[config.mk]
export PLATFORM = sky130hd
export DESIGN_NAME = brv32p_prefetch_unit
export DESIGN_NICKNAME = d
export VERILOG_FILES = /design/src/rtl/brv32p_pkg.sv /design/src/rtl/brv32p_fetch_fifo.sv /design/src/rtl/brv32p_prefetch_unit.sv
export SDC_FILE = /design/constraint.sdc
export NUM_CORES = 1
export LEC_CHECK = 0
export BUFFER_PORTS_ARGS = -buffer_cell sky130_fd_sc_hd__buf_2
export CAP_MARGIN = 20
export CORE_MARGIN = 5
export CORE_UTILIZATION = 61
export DETAILED_ROUTE_END_ITERATION = 7
export PLACE_DENSITY_LB_ADDON = 0.2
export SLEW_MARGIN = 25
export SYNTH_ARGS = -nofsm -noshare
export SYNTH_HDL_FRONTEND = slang
export SYNTH_HIERARCHICAL = 1
export SYNTH_SLANG_ARGS = --single-unit
[constraint.sdc]
create_clock -name clk -period 7.8 [get_ports clk]
set_clock_uncertainty 0.05 [all_clocks]
set_input_delay 1.56 -clock clk [delete_from_list [all_inputs] [get_ports clk]]
set_output_delay 1.56 -clock clk [all_outputs]
set_load 0.01 [all_outputs]
[src/rtl/brv32p_pkg.sv]
// Shared brv32p definitions: reset vector, prefetch defaults and the RVC
// length test used by both the prefetch aligner and the compressed decoder.
package brv32p_pkg;

  localparam logic [31:0] RESET_VECTOR        = 32'h0000_0000;
  localparam int unsigned FETCH_DEPTH_DEFAULT = 4;

  function automatic logic is_rvc(input logic [15:0] hw);
    return hw[1:0] != 2'b11;
  endfunction

endpackage

[src/rtl/brv32p_fetch_fifo.sv]
// Word queue for the prefetch unit: synchronous flush, exposes head and
// head+1 so a word-straddling 32-bit instruction can be assembled.
module brv32p_fetch_fifo
  import brv32p_pkg::*;
#(
  parameter int unsigned DEPTH = FETCH_DEPTH_DEFAULT
) (
  input  logic                       clk,
  input  logic                       rst_n,
  input  logic                       flush,
  input  logic                       push,
  input  logic [31:0]                push_data,
  input  logic                       pop,
  output logic [31:0]                head,
  output logic [31:0]                head_next,
  output logic [$clog2(DEPTH+1)-1:0] count
);

  localparam int unsigned PW = $clog2(DEPTH);
  localparam int unsigned CW = $clog2(DEPTH+1);

  logic [31:0]   mem [DEPTH];
  logic [PW-1:0] wr_ptr;
  logic [PW-1:0] rd_ptr;
  logic          do_push;
  logic          do_pop;

  assign do_push = push & (count < CW'(DEPTH));
  assign do_pop  = pop & (count != '0);

  // Pointers wrap naturally because DEPTH is a power of two.
  always_ff @(posedge clk or negedge rst_n) begin
    if (!rst_n) begin
      wr_ptr <= '0;
      rd_ptr <= '0;
      count  <= '0;
    end else if (flush) begin
      wr_ptr <= '0;
      rd_ptr <= '0;
      count  <= '0;
    end else begin
      if (do_push) wr_ptr <= wr_ptr + PW'(1);
      if (do_pop)  rd_ptr <= rd_ptr + PW'(1);
      case ({do_push, do_pop})
        2'b10:   count <= count + CW'(1);
        2'b01:   count <= count - CW'(1);
        default: count <= count;
      endcase
    end
  end

  always_ff @(posedge clk) begin
    if (do_push && !flush) mem[wr_ptr] <= push_data;
  end

  assign head      = mem[rd_ptr];
  assign head_next = mem[rd_ptr + PW'(1)];

endmodule

[src/rtl/brv32p_prefetch_unit.sv]
// Instruction prefetch queue and halfword aligner: presents raw RV32IC
// instructions at any halfword offset with a valid/ready handshake.
module brv32p_prefetch_unit
  import brv32p_pkg::*;
#(
  parameter int unsigned FETCH_DEPTH = FETCH_DEPTH_DEFAULT,
  parameter logic [31:0] RESET_ADDR  = RESET_VECTOR
) (
  input  logic                             clk,
  input  logic                             rst_n,
  input  logic                             redirect_valid,
  input  logic [31:0]                      redirect_pc,
  output logic [31:0]                      imem_addr,
  output logic                             imem_rd,
  input  logic [31:0]                      imem_rdata,
  input  logic                             imem_ready,
  output logic                             out_valid,
  input  logic                             out_ready,
  output logic [31:0]                      out_instr,
  output logic [31:0]                      out_pc,
  output logic                             out_is_compressed,
  output logic [$clog2(FETCH_DEPTH+1)-1:0] occupancy
);

  localparam int unsigned CW = $clog2(FETCH_DEPTH+1);

  logic [31:0]   fetch_addr;
  logic          hoff;
  logic [31:0]   head;
  logic [31:0]   head_next;
  logic [CW-1:0] count;
  logic [15:0]   hw0;
  logic          is_c;
  logic          push;
  logic          pop;
  logic          consume;

  // rst_n gates imem_rd so the request drops as soon as reset asserts.
  assign imem_rd   = rst_n & ~redirect_valid & (count < CW'(FETCH_DEPTH));
  assign imem_addr = fetch_addr;
  assign push      = imem_rd & imem_ready;
  assign occupancy = count;

  always_comb begin
    hw0               = hoff ? head[31:16] : head[15:0];
    is_c              = is_rvc(hw0);
    out_is_compressed = is_c;
    out_instr         = head;
    out_valid         = count >= CW'(1);
    if (is_c) begin
      out_instr = {16'h0000, hw0};
    end else if (hoff) begin
      out_instr = {head_next[15:0], head[31:16]};
      out_valid = count >= CW'(2);
    end
  end

  assign consume = out_valid & out_ready;
  assign pop     = consume & (~is_c | hoff);

  brv32p_fetch_fifo #(
    .DEPTH (FETCH_DEPTH)
  ) u_fifo (
    .clk       (clk),
    .rst_n     (rst_n),
    .flush     (redirect_valid),
    .push      (push),
    .push_data (imem_rdata),
    .pop       (pop),
    .head      (head),
    .head_next (head_next),
    .count     (count)
  );

  always_ff @(posedge clk or negedge rst_n) begin
    if (!rst_n) begin
      fetch_addr <= {RESET_ADDR[31:2], 2'b00};
      hoff       <= RESET_ADDR[1];
      out_pc     <= RESET_ADDR;
    end else if (redirect_valid) begin
      fetch_addr <= {redirect_pc[31:2], 2'b00};
      hoff       <= redirect_pc[1];
      out_pc     <= {redirect_pc[31:1], 1'b0};
    end else begin
      if (push) fetch_addr <= fetch_addr + 32'd4;
      if (consume) begin
        out_pc <= out_pc + (is_c ? 32'd2 : 32'd4);
        if (is_c) hoff <= ~hoff;
      end
    end
  end

endmodule
=== Word-level counts from Yosys, hierarchy flattened ===
Memories as Yosys holds them, arrays and structs flattened.
Cells that the tools add are included.

* Flip-flop bits (word level): 72
* Bits in writable memories: 128
* Input port bits: 69
* Output and inout bits: 102
* Logic and storage cells: 61
* Memories: 1

* Add/sub/neg operators: 6
* $lt $le $gt $ge: 3
* Equal/unequal tests: 3
* Multiplexer cells: 21
* Bitwise operators: 11
* Reduce and logical (&&, ||, !) cells: 10

{| class="wikitable"
|+ Memory list
! name !! depth !! bits a word !! rd ports !! clocked after Yosys merged registers in !! wr ports !! RTL line !! RTL
|-
| u_fifo.mem || 4 || 32 || 2 || 0 || 1 || brv32p_fetch_fifo.sv:22 || <nowiki>logic [31:0] mem [DEPTH];</nowiki>
|}

{| class="wikitable"
|+ Operators with widths
! kind !! count
|-
| $mux W32 || 6
|-
| $add A32 B3 Y32 || 1
|-
| $add A32 B3 Y32 const B || 1
|-
| $mux W16 || 1
|-
| $reduce_bool A2 Y1 || 5
|-
| $mux W2 || 4
|-
| $and A1 B1 Y1 || 7
|-
| $mux W1 || 7
|-
| $mux W3 || 2
|-
| $pmux W3 S2 || 1
|-
| $reduce_bool A3 Y1 || 2
|-
| $add A2 B1 Y2 const B || 2
|-
| $add A3 B1 Y3 const B || 1
|-
| $ge A3 B1 Y1 const B || 1
|-
| $ge A3 B2 Y1 const B || 1
|-
| $lt A3 B3 Y1 const B || 1
|-
| $not A1 Y1 || 3
|-
| $sub A3 B1 Y3 const B || 1
|-
| $eq A2 B1 Y1 const B || 1
|-
| $eq A2 B2 Y1 const B || 1
|-
| $ne A2 B2 Y1 const B || 1
|-
| $reduce_and A2 Y1 || 1
|-
| $logic_and A1 B1 Y1 || 1
|-
| $logic_not A1 Y1 || 1
|-
| $or A1 B1 Y1 || 1
|}

=== Depth between registers and ports, before layout ===
An unclocked memory read counts as a cell.

* Depth in word-level cells: 10
* Mapped depth: 15
* Mapped depth without buffers: 11

=== By module ===
Netlist, hierarchy kept.

{| class="wikitable"
|+ Modules (own cells, without submodules)
! module !! instances !! cells each !! area each (sq um) !! sequential area each (sq um)
|-
| brv32p_fetch_fifo || 1 || 267 || 5918.2 || 4018.9
|-
| brv32p_prefetch_unit || 1 || 439 || 4286.6 || 1551.5
|}

=== Worst setup path before layout ===
OpenSTA, ideal clock, no wires.

* Path type: input to register
* Start point: input redirect_valid
* End point: memory u_fifo.mem[0][0] (enable)
* Setup time: 392 ps
* Arrival time: 3579 ps
* Required time: 7358 ps
* Path slack: 3779 ps
* Stages on the path: 7
* Buffers on the path: 3
* Path through: clkbuf_1 clkbuf_1 nor2_1 nor2b_1 buf_6 nor2b_1 and2_1

* Word-level cells in the longest chain between the ends: 8
* Elaborated cells on any way between the ends: 9
* Classes of those cells: 2 x mux; 5 x bitwise; 2 x reduce/logical

{| class="wikitable"
|+ Ends and longest elaborated chain
! element !! RTL line !! RTL
|-
| from (decl) || brv32p_prefetch_unit.sv:11 || <nowiki>input logic redirect_valid,</nowiki>
|-
| $not A1 Y1 || brv32p_prefetch_unit.sv:39 || <nowiki>assign imem_rd = rst_n & ~redirect_valid & (count < CW'(FETCH_DEPTH));</nowiki>
|-
| $and A1 B1 Y1 (2 in a row) || brv32p_prefetch_unit.sv:39 ||
|-
| $and A1 B1 Y1 || brv32p_prefetch_unit.sv:41 || <nowiki>assign push = imem_rd & imem_ready;</nowiki>
|-
| named net push || brv32p_prefetch_unit.sv:34 || <nowiki>logic push;</nowiki>
|-
| $and A1 B1 Y1 || brv32p_fetch_fifo.sv:28 || <nowiki>assign do_push = push & (count < CW'(DEPTH));</nowiki>
|-
| $logic_and A1 B1 Y1 || brv32p_fetch_fifo.sv:53 || <nowiki>if (do_push && !flush) mem[wr_ptr] <= push_data;</nowiki>
|-
| $mux W1 || brv32p_fetch_fifo.sv:53 ||
|-
| $mux W1 (not written as such) || brv32p_fetch_fifo.sv:53 ||
|-
| to (decl) || brv32p_fetch_fifo.sv:22 ||
|}

The timed path passes the listed nets, and every way through them passes these cells.

=== Worst setup path in the final report ===
* Start point: register u_fifo.rd_ptr[1]
* End point: output out_instr[30]

* Word-level cells in the longest chain between the ends: 4
* Elaborated cells on any way between the ends: 6
* Classes of those cells: 1 x add/sub; 1 x eq/ne; 3 x mux; 1 x memory

{| class="wikitable"
|+ Ends and longest elaborated chain
! element !! RTL line !! RTL
|-
| from (decl) || brv32p_fetch_fifo.sv:24 || <nowiki>logic [PW-1:0] rd_ptr;</nowiki>
|-
| from (signal assigned) || brv32p_fetch_fifo.sv:43 || <nowiki>if (do_pop) rd_ptr <= rd_ptr + PW'(1);</nowiki>
|-
| $mem_v2 Z4 W32 || n/a ||
|-
| named net head[0] || brv32p_prefetch_unit.sv:29 || <nowiki>logic [31:0] head;</nowiki>
|-
| $mux W16 || brv32p_prefetch_unit.sv:45 || <nowiki>hw0 = hoff ? head[31:16] : head[15:0];</nowiki>
|-
| $ne A2 B2 Y1 || brv32p_pkg.sv:9 || <nowiki>return hw[1:0] != 2'b11;</nowiki>
|-
| $mux W32 || brv32p_prefetch_unit.sv:50 || <nowiki>if (is_c) begin</nowiki>
|-
| to (decl) || brv32p_prefetch_unit.sv:19 || <nowiki>output logic [31:0] out_instr,</nowiki>
|}

The timed path passes the listed nets, and every way through them passes these cells.

==> reports/results.ini <==
[clock_tree]
cts.clk_slew.worst_paths_ns=0.07
clock_latency_ns=0.43
numCtsBuffers=17
cts_hold_buf=0
ctsLongestPathBuffers=2
clock-sinks=197
cts_tree=built
ctsResizeCount=0
ctsHtreeMaxLevel=4
postCtsSetupRepairBufs=0
root_buffer=clkbuf_16

[floorplanning]
io_pins=171
fp.dieW_um=137
fp.dieArea_um2=18800
die_y_um=137
design.core.area_um2=15900
start_util_pct=62.0
rows=46

[grt]
grt_pass1_wl_mm=34.9
grt_pass1_vias=6619
grt.total_usage_pct=24.1
antenna_found_initial=2
grt_max_degree=60
gr-total-overflow=0

[setup_path]
startpoint_type=flop
end_kind=output port
cp_max_fo=26
arrival_ns=3.37
cp_slowest_stage_delay_ns=0.75
crit_type=flop to output port
slowest_stage=dfrtp_4
crit_chain=buf_12 -> mux4_2 -> nand3b_1 -> and2_1 -> nor2_1 -> buf_2
r2r_setup_slack_ns=3.25
critical_path_required_ns=6.19

[route]
ant_nets=0
wl_mm=22.3
via_per_inst=6.07
wl_per_cell_um=20.8
drt_iter0_markers=367
vias=6496
firstDrtPassIters=5
drc=0

[finish]
layout_common_cells=buf_2 (166), edfxtp_1 (128), dfrtp_1 (66), nor2_1 (49), mux4_2 (48)
n_antenna_cell=0
drive_gt1_share_pct=37.8
layout.nets=918
fin_area_um2=11300
area_growth_pct=15.2
final_common_cell=buf_2

[run_status]
status=finished, final reports clean

[power_and_ir_drop]
power.static_leakage_nw=4.30
ir_worst_vdd_mv=0.146
power_density_nw_per_um2=201
p_total_mw=2.28

[timing]
post-route-period-util_pct=63.9
fin_crit_ns=4.98
slew_violations=0
hold_violations=0
final.setup.tns_ns=0
finalSetupViolCount=0
slew_headroom_pct=32.2
fmax_mhz=201
rsz0062_at_grt=false
layout_setup_ws_ns=2.82
worst_pin_slew_ns=1.02

[logic_synthesis]
synthCells=690
synth_area_um2=9840
yosysWarnings=6
avgSynthCellArea_um2=14.3

[placed_design]
place_area_um2=10800
portBuffers=166
pre_cts_slack_ns=2.69
gp_congestion=0.800
dp_hpwl_mm=15.1

[run]
drv_cap=0

[worst_hold_path]
min_path_type=flop to flop

## metrics by stage
| stage | std cells | hold slack (ns) | util, % |
|---|---|---|---|
| finish | 1070 | 0.506 | 71.4 |
| global route | 1070 | 0.530 | 71.4 |
| CTS | 1069 | 0.503 | 71.2 |
| detailed placement | 1037 | 0.487 | 67.8 |
| global placement | 1037 | 0.470 | 67.8 |
| floorplan | 692 | 0.510 | - |
## registers in the layout (all words and copies together), names as in the netlist
register and cells:
u_fifo/mem 128, u_fifo/wr_ptr 2, out_pc 31, u_fifo/rd_ptr 2
hoff 1, imem_addr 30, u_fifo/count 3
## final timing paths
check | cells after the start | start | to
setup reg to reg | 10 | u_fifo/rd_ptr[1] | out_pc[17]
min in group asynchronous | 1 | rst_n | imem_addr[30]
setup / recovery | 6 | u_fifo/rd_ptr[1] | out_instr[30]
hold / removal | 1 | imem_addr[24] | imem_addr[24]
max in group asynchronous | 2 | rst_n | out_pc[4]
hold reg to reg | 1 | imem_addr[24] | imem_addr[24]
## layer usage
| metal | part of all wire, % | wire (µm) | vias to the layer above | track usage [%] |
|---|---|---|---|---|
| met1 | 41 | 9100 | 3286 | 31.5 |
| met4 | 1.6 | 348 | 4 | 7.04 |
| met2 | 51 | 11300 | 214 | 41.1 |
| met3 | 6.9 | 1530 | 25 | 4.74 |
| li1 | - | - | 2967 | - |
| met5 | 0.094 | 21 | - | 0 |
## layout make-up
type | instances | area (µm²)
clock buffers | 18 | 429
clock inverters | 14 | 118
well taps | 216 | 270
multi-input cells | 431 | 3960
fillers | 1084 | 4550
repair buffers | 174 | 903
inverters | 20 | 75.1
flip-flops and latches | 197 | 5580
## worst max-delay path: cells and delay by family (launching register included)
kind / cells / cell delay [ns]
buf+inv: 2 / 0.47
flops: 1 / 0.75
mux: 1 / 0.60
simple gates: 3 / 1.09
## where the power goes
| part | total [mW] | switching, mW | internal [mW] |
|---|---|---|---|
| sequential | 1.21 | 0.0559 | 1.15 |
| clock | 0.819 | 0.401 | 0.418 |
| combinational | 0.251 | 0.137 | 0.114 |
Note: power is estimated with default switching activity, not from simulation.
